--- src/rtl/set_inst_issuer.sv ---
// Producer side of the SET instruction interface: buffers register-load requests,
// issues encoded SET instructions through a valid/ready slot and tracks the expected register file.
module set_inst_issuer #(
    parameter int         DEPTH   = 4,
    parameter logic [1:0] SET_OPC = 2'b10,
    parameter int         CNT_W   = 16
) (
    input  logic                     clk,
    input  logic                     rst,
    input  logic                     req_valid,
    output logic                     req_ready,
    input  logic [1:0]               req_rd,
    input  logic [3:0]               req_imm,
    output logic                     inst_valid,
    input  logic                     inst_ready,
    output logic [7:0]               inst,
    output logic [7:0]               shadow_r0,
    output logic [7:0]               shadow_r1,
    output logic [7:0]               shadow_r2,
    output logic [7:0]               shadow_r3,
    output logic [$clog2(DEPTH):0]   fifo_level,
    output logic [CNT_W-1:0]         issue_cnt
);

    localparam int AW = $clog2(DEPTH);
    localparam int LW = AW + 1;

    logic [5:0]       mem [DEPTH];
    logic [AW-1:0]    wr_ptr_reg;
    logic [AW-1:0]    rd_ptr_reg;
    logic [LW-1:0]    level_reg;
    logic [LW-1:0]    level_next;
    logic             inst_valid_reg;
    logic [7:0]       inst_reg;
    logic [CNT_W-1:0] issue_cnt_reg;

    logic push;
    logic pop;
    logic fire;

    // Acceptance depends only on stored occupancy, so a drain in the same cycle cannot open a slot.
    assign req_ready = (level_reg < LW'(DEPTH));
    assign push      = req_valid & req_ready;
    assign fire      = inst_valid_reg & inst_ready;
    assign pop       = (level_reg != '0) & (~inst_valid_reg | inst_ready);

    always_comb begin
        level_next = level_reg;
        case ({push, pop})
            2'b10:   level_next = level_reg + LW'(1);
            2'b01:   level_next = level_reg - LW'(1);
            default: level_next = level_reg;
        endcase
    end

    // Storage has no reset; validity is carried entirely by the pointers and level.
    always_ff @(posedge clk) begin
        if (push) begin
            mem[wr_ptr_reg] <= {req_imm, req_rd};
        end
    end

    always_ff @(posedge clk or posedge rst) begin
        if (rst) begin
            wr_ptr_reg <= '0;
            rd_ptr_reg <= '0;
            level_reg  <= '0;
        end else begin
            if (push) begin
                wr_ptr_reg <= wr_ptr_reg + AW'(1);
            end
            if (pop) begin
                rd_ptr_reg <= rd_ptr_reg + AW'(1);
            end
            level_reg <= level_next;
        end
    end

    // Output slot: refilled from the FIFO head whenever it is empty or being consumed.
    always_ff @(posedge clk or posedge rst) begin
        if (rst) begin
            inst_valid_reg <= 1'b0;
            inst_reg       <= 8'h00;
        end else if (pop) begin
            inst_valid_reg <= 1'b1;
            inst_reg       <= {SET_OPC, mem[rd_ptr_reg]};
        end else if (fire) begin
            inst_valid_reg <= 1'b0;
        end
    end

    always_ff @(posedge clk or posedge rst) begin
        if (rst) begin
            issue_cnt_reg <= '0;
        end else if (fire) begin
            issue_cnt_reg <= issue_cnt_reg + CNT_W'(1);
        end
    end

    generate
        for (genvar gi = 0; gi < 4; gi++) begin : gen_shadow
            logic [7:0] shadow_reg;
            always_ff @(posedge clk or posedge rst) begin
                if (rst) begin
                    shadow_reg <= 8'h00;
                end else if (fire && (inst_reg[1:0] == 2'(gi))) begin
                    shadow_reg <= {4'd0, inst_reg[5:2]};
                end
            end
        end
    endgenerate

    assign shadow_r0  = gen_shadow[0].shadow_reg;
    assign shadow_r1  = gen_shadow[1].shadow_reg;
    assign shadow_r2  = gen_shadow[2].shadow_reg;
    assign shadow_r3  = gen_shadow[3].shadow_reg;
    assign inst_valid = inst_valid_reg;
    assign inst       = inst_reg;
    assign fifo_level = level_reg;
    assign issue_cnt  = issue_cnt_reg;

endmodule

--- config.mk ---
export PLATFORM = sky130hd
export DESIGN_NAME = set_inst_issuer
export DESIGN_NICKNAME = d
export VERILOG_FILES = /design/src/rtl/set_inst_issuer.sv
export SDC_FILE = /design/constraint.sdc
export NUM_CORES = 1
export LEC_CHECK = 0
export ABC_AREA = 1
export BUFFER_PORTS_ARGS = -buffer_cell sky130_fd_sc_hd__buf_2
export CORE_MARGIN = 3
export CORE_UTILIZATION = 25
export DETAILED_ROUTE_END_ITERATION = 10
export GPL_TIMING_DRIVEN = 0
export PLACE_DENSITY = 0.43
export SYNTH_ARGS = -nofsm -noshare
export SYNTH_HDL_FRONTEND = slang
export SYNTH_SLANG_ARGS = --single-unit
--- constraint.sdc ---
create_clock -name clk -period 2.9 [get_ports clk]
set_input_delay 0.29 -clock clk [delete_from_list [all_inputs] [get_ports clk]]
set_output_delay 0.29 -clock clk [all_outputs]
set_load 0.05 [all_outputs]
; ---- Word-level counts from Yosys, hierarchy flattened
; Memory sizes are Yosys's and may differ from the RTL's. A register that Yosys moved wholly into a read port is not among the register bits.
; Cells that the tools add are included.
; W data, S select, Z words.
[word_totals]
regBits = 47
ram_bits = 24
output_inout_bits = 61
memories = 1
[memory_table]
columns = name, depth, width, read_ports, rd_ports_with_merged_regs, wr, line_no
row1 = mem, 4, 6, 1, 1, 1, 28  ; logic [5:0] mem [DEPTH];
[op_classes]
add_sub_neg = 5
magnitude_cmp = 1
n_eq_ne = 5
muxes = 5
bitwise = 5
reduce_logical = 8
[ops]
columns = cell, n
row1 = $add A16 B1 Y16 const B, 1
row2 = $eq A2 B2 Y1 const B, 3
row3 = $pmux W3 S2, 1
row4 = $add A2 B1 Y2 const B, 2
row5 = $eq A2 B1 Y1 const B, 2
row6 = $logic_and A1 B1 Y1, 4
row7 = $mux W1, 4
row8 = $reduce_bool A2 Y1, 2
row9 = $add A3 B1 Y3 const B, 1
row10 = $and A1 B1 Y1, 3
row11 = $lt A3 B3 Y1 const B, 1
row12 = $reduce_bool A3 Y1, 1
row13 = $sub A3 B1 Y3 const B, 1
row14 = $logic_not A2 Y1, 1
row15 = $not A1 Y1, 1
row16 = $or A1 B1 Y1, 1

; ---- Logic depth before layout (Yosys ltp)
[logic_depth]
word_depth = 5
mapped_depth = 10

; ---- Least setup slack after synthesis
; No wires, ideal clock.
[synth_path]
path_type = flip-flop to flip-flop
start = register level_reg[2], in the netlist fifo_level[2]
end = register level_reg[2], in the netlist fifo_level[2]
setup_time_ns = 0.144
t_arrival_ns = 2.242
required_ns = 2.756
path_slack_ns = 0.514
path_stages_with_launch = 9
period_less_slack_ns = 2.386
path_cell_list = dfrtp_1 -> inv_1 -> nand2_2 -> ha_1 -> inv_1 -> fa_1 -> a21oi_1 -> o21ai_0 -> xor2_1
[synth_between]
elab_chain_cells = 4
elab_cells_between_ends = 10
[synth_lines]
columns = element, line_no
row1 = from (decl), 31  ; logic [LW-1:0] level_reg;
row2 = from (signal assigned), 75  ; level_reg <= level_next;
row3 = $lt A3 B3 Y1 *, 42  ; assign req_ready = (level_reg < LW'(DEPTH));
row4 = net req_ready, 11  ; output logic req_ready,
row5 = $and A1 B1 Y1 *, 43  ; assign push = req_valid & req_ready;
row6 = $eq A2 B1 Y1 or $eq A2 B2 Y1 (tied branches), 49  ; case ({push, pop})
row7 = $pmux W3 S2 or $reduce_bool A2 Y1 (tied branches), n/a
; The timed path passes the listed nets; every way through them passes the cells marked *.
; A chain may end at the register's enable or synchronous reset.

; ---- Worst setup path in the final report
[layout_path]
start = register inst_valid_reg, in the netlist inst_valid
end = register level_reg[2], in the netlist fifo_level[2]
[layout_between]
elab_chain_cells = 5
elab_cells_between_ends = 7
[layout_lines]
columns = element, line_no
row1 = from (decl), 33  ; logic inst_valid_reg;
row2 = from (signal assigned), 82  ; inst_valid_reg <= 1'b0;
row3 = from (signal assigned), 85  ; inst_valid_reg <= 1'b1;
row4 = from (signal assigned), 88  ; inst_valid_reg <= 1'b0;
row5 = $not A1 Y1 *, 45  ; assign pop = (level_reg != '0) & (~inst_valid_reg | inst_ready);
row6 = $or A1 B1 Y1 *, 45
row7 = $and A1 B1 Y1 *, 45
row8 = net pop, 38  ; logic pop;
row9 = $eq A2 B1 Y1 or $eq A2 B2 Y1 (tied branches), 49
row10 = $pmux W3 S2 or $reduce_bool A2 Y1 (tied branches), n/a
; Marked as above.

==> results.md <==
* Synth Area in XOR/XNOR at 2.99%
* Reg2Reg Depth at 9
* Worst setup SP type: flop
* GRT Total Usage at 10.1%
* Post-synth top cells: 78 x nand2_1, 47 x dfrtp_1, 43 x nor2_1
* Port-buffer cells at 53
* Final setup viols at 0
* Netlist Area Pre-Place at 3230 um2
* Critical path capture point type: flop
* Register area at 1900 um2
* Final period util at 65.3%
* Yosys top cell by area: dfrtp_1
* Max clock buf depth at 2
* # DRC at 0
* Vias in the first global route at 2188
* Synth unique cells at 27
* Via count at 2256
* Most frequent cell after synthesis: nand2_1
* P per Cell Area at 1120 nW/um2
* Status: completed
* First-pass GRT wire length at 11.4 mm
* Final Skew at 0.00460 ns
* Top post-synthesis cells by area: dfrtp_1 36%, edfxtp_1 22%, nand2_1 9.1%, nor2_1 5.0%, o21ai_0 5.0%
* CTS tree: built
* Synth top area share at 36.4%
* Compound-gate portion of the synthesized area at 5.89%
* R2r startpoint: inst_valid
* Antenna Cells at 0
* Multi-input gate area at 1120 um2
* ANT nets after route at 0
* Grt total ovfl at 0
* Fin nets at 424
* Delay-heaviest family, CP: adder cells
* CORE AREA at 12300 um2
* CP Max Fanout at 10
* Largest family of logic cells by synthesized area: simple AND/OR/NAND/NOR gates
* Yosys reg bits at 71
* WHS at 0.181 ns
* Max reg flops at 24
* Worst-path cell chain: nand2_1 > nand2_4 > inv_6 > ha_1 > inv_1 > fa_1 > a21oi_1 > o21ai_0 > xor2_1
* Worst-Margin Slew at 0.664 ns
* Sequential share of the synthesized area at 58.8%
* Final slew viol count at 0
* Avg Cell Area, Syn at 9.93 um2
* Buf/Inv on CP at 2
* Starting Density at 26.2%
* Total CTS buffers at 9
* Worst Path Arrival at 2.09 ns
* DP HPWL at 5.04 mm
* R2r setup slk at 1.01 ns
* Layout area overhead at 26.0%
* Post-CTS Setup Repair Bufs at 0
* Period minus WS final at 1.89 ns
* Clk slew on worst S/H paths at 0.06 ns
* Layout cells sized above 1 at 26.5%
* Cells after Synth at 325
* EDFF count, synth at 24
* Die Y at 120 um
* Yosys warns at 0
* Post-synth ARST share at 66.2%
* Maximum VDD drop at 317 uV
* HP Start: req_imm[3]
* CP peak stage delay at 0.41 ns
* Die W at 120 um
* Max Freq at 528 MHz
* Routed wire per std cell at 11.8 um
* Most used DFF post-synth: dfrtp_1
* Hold WC Path Type: input port to flop
* Critical R2R Capture: fifo_level[2]
* Setup TNS at 0 ns
* Die area at 14300 um2
* Max cap viols at 0
* Post-DR vias/cell at 3.89
* Mux cell area share after synthesis at 0%
* WHS Path Cells at 1
* Clock Sink Count at 71
* I/O Pins at 71
* # rows at 40
* Critical path type: flop to flop
* Simple-gate portion of the synthesized area at 20.9%
* Slew margin rel. at 55.6%
* Worst skew pair latency at 0.33 ns
* CTS H-Tree Depth at 3
* Largest net degree at the start of global routing at 37
* Final hold vios at 0
* Drt total wl at 6.82 mm
* Initial antenna violation count at 0
* WHS Endpoint: mem[2][5]
* RSZ-0062 raised after global routing: false
* WP data required at 3.10 ns
* Filler instances at 1297
* Pleak at 1.91 nW
* Detailed router's first-iteration violation count at 121
* Drt pass-1 iters at 4
* Root buf cell: clkbuf_16
* Fraction of the mapped netlist area in adder cells at 2.95%
* GPL Wtd Cong at 0.762
* Slowest cell on the critical path: dfrtp_1
## where the power goes
part | internal (W) | switching, W | total [W]
registers | 0.00133 | 0.000222 | 0.00155
clock network | 0.000578 | 0.000426 | 0.00100
logic | 0.000493 | 0.00148 | 0.00198
total | 0.00240 | 0.00213 | 0.00453
## routing by layer
layer	track usage, %	vias to the layer above	wire length [um]
li1	-	1166	-
met1	12.9	1025	3090
met2	16.4	58	3260
met3	3.68	7	396
met4	2.58	0	69
met5	0	-	0
## metrics by stage
stage	cells	cell area, um2	power [W]	setup WS [ns]	util [%]
after floorplan	341	3290	0.00308	0.514	-
after global placement	562	3760	0.00355	0.725	30.6
after detailed placement	563	3780	0.00358	0.969	30.7
after CTS	580	4070	0.00462	0.960	33.0
after global routing	580	4070	0.00486	0.835	33.0
final	580	4070	0.00453	1.01	33.0
## how the worst max path moves through the flow
stage	startpoint	to	slack, ns	depth (start not counted)
floorplan	fifo_level[2]	fifo_level[2]	0.51	8
global placement	rst	shadow_r1[1]	0.73	2
detailed placement	inst_ready	fifo_level[2]	0.97	11
CTS	fifo_level[0]	fifo_level[2]	0.96	10
global route	fifo_level[0]	fifo_level[2]	0.83	10
finish	inst_valid	fifo_level[2]	1.01	9
## worst reg2reg max path, delay by kind of cell, from the launching register on
kind            cells  cell delay, ns
compound gates      2            0.25
xor+xnor            1            0.15
fa+ha+maj           2            0.52
buf+inv             2            0.17
flops               1            0.41
simple gates        2            0.28
## area by class of cell
class                           instances  share of cell area, %
Clock inverter                          7                   1.20
Tap cell                              168                   5.17
Timing Repair Buffer                   55                   7.26
Inverter                               32                   3.08
Sequential cell                        71                   46.6
Buffer                                 20                   3.57
Multi-Input combinational cell        218                   27.5
Clock buffer                            9                   5.54
## repair_timing
item                                    CTS  global route
endpoints found under the setup margin    0             0
hold buffers                              1             0
resized for setup                         0             0
endpoints found under the hold margin    11             0
## cells in the final DEF, fill, tap and decap left out, types with 6 or more instances in the layout
| cell type | netlist | layout |
|---|---|---|
| o21ai_0 | 32 | 32 |
| xnor2_1 | 6 | 6 |
| dfrtp_1 | 47 | 47 |
| edfxtp_1 | 24 | 24 |
| ha_1 | 6 | 6 |
| clkbuf_16 | 0 | 9 |
| nor2_1 | 43 | 43 |
| conb_1 | 1 | 17 |
| inv_1 | 29 | 28 |
| nand2_1 | 78 | 78 |
| buf_2 | 2 | 55 |
| buf_4 | 18 | 18 |
| a21oi_1 | 6 | 6 |
## cell families after synthesis
logic type                 after synthesis
AOI/OAI and AO/OA                       38
xor gates and xnor gates                11
adders and majority gates                7
buffers and inverters                   52
DFF                                     71
other                                    1
and+or+nand+nor                        145
Note: power is estimated with default switching activity, not from simulation.
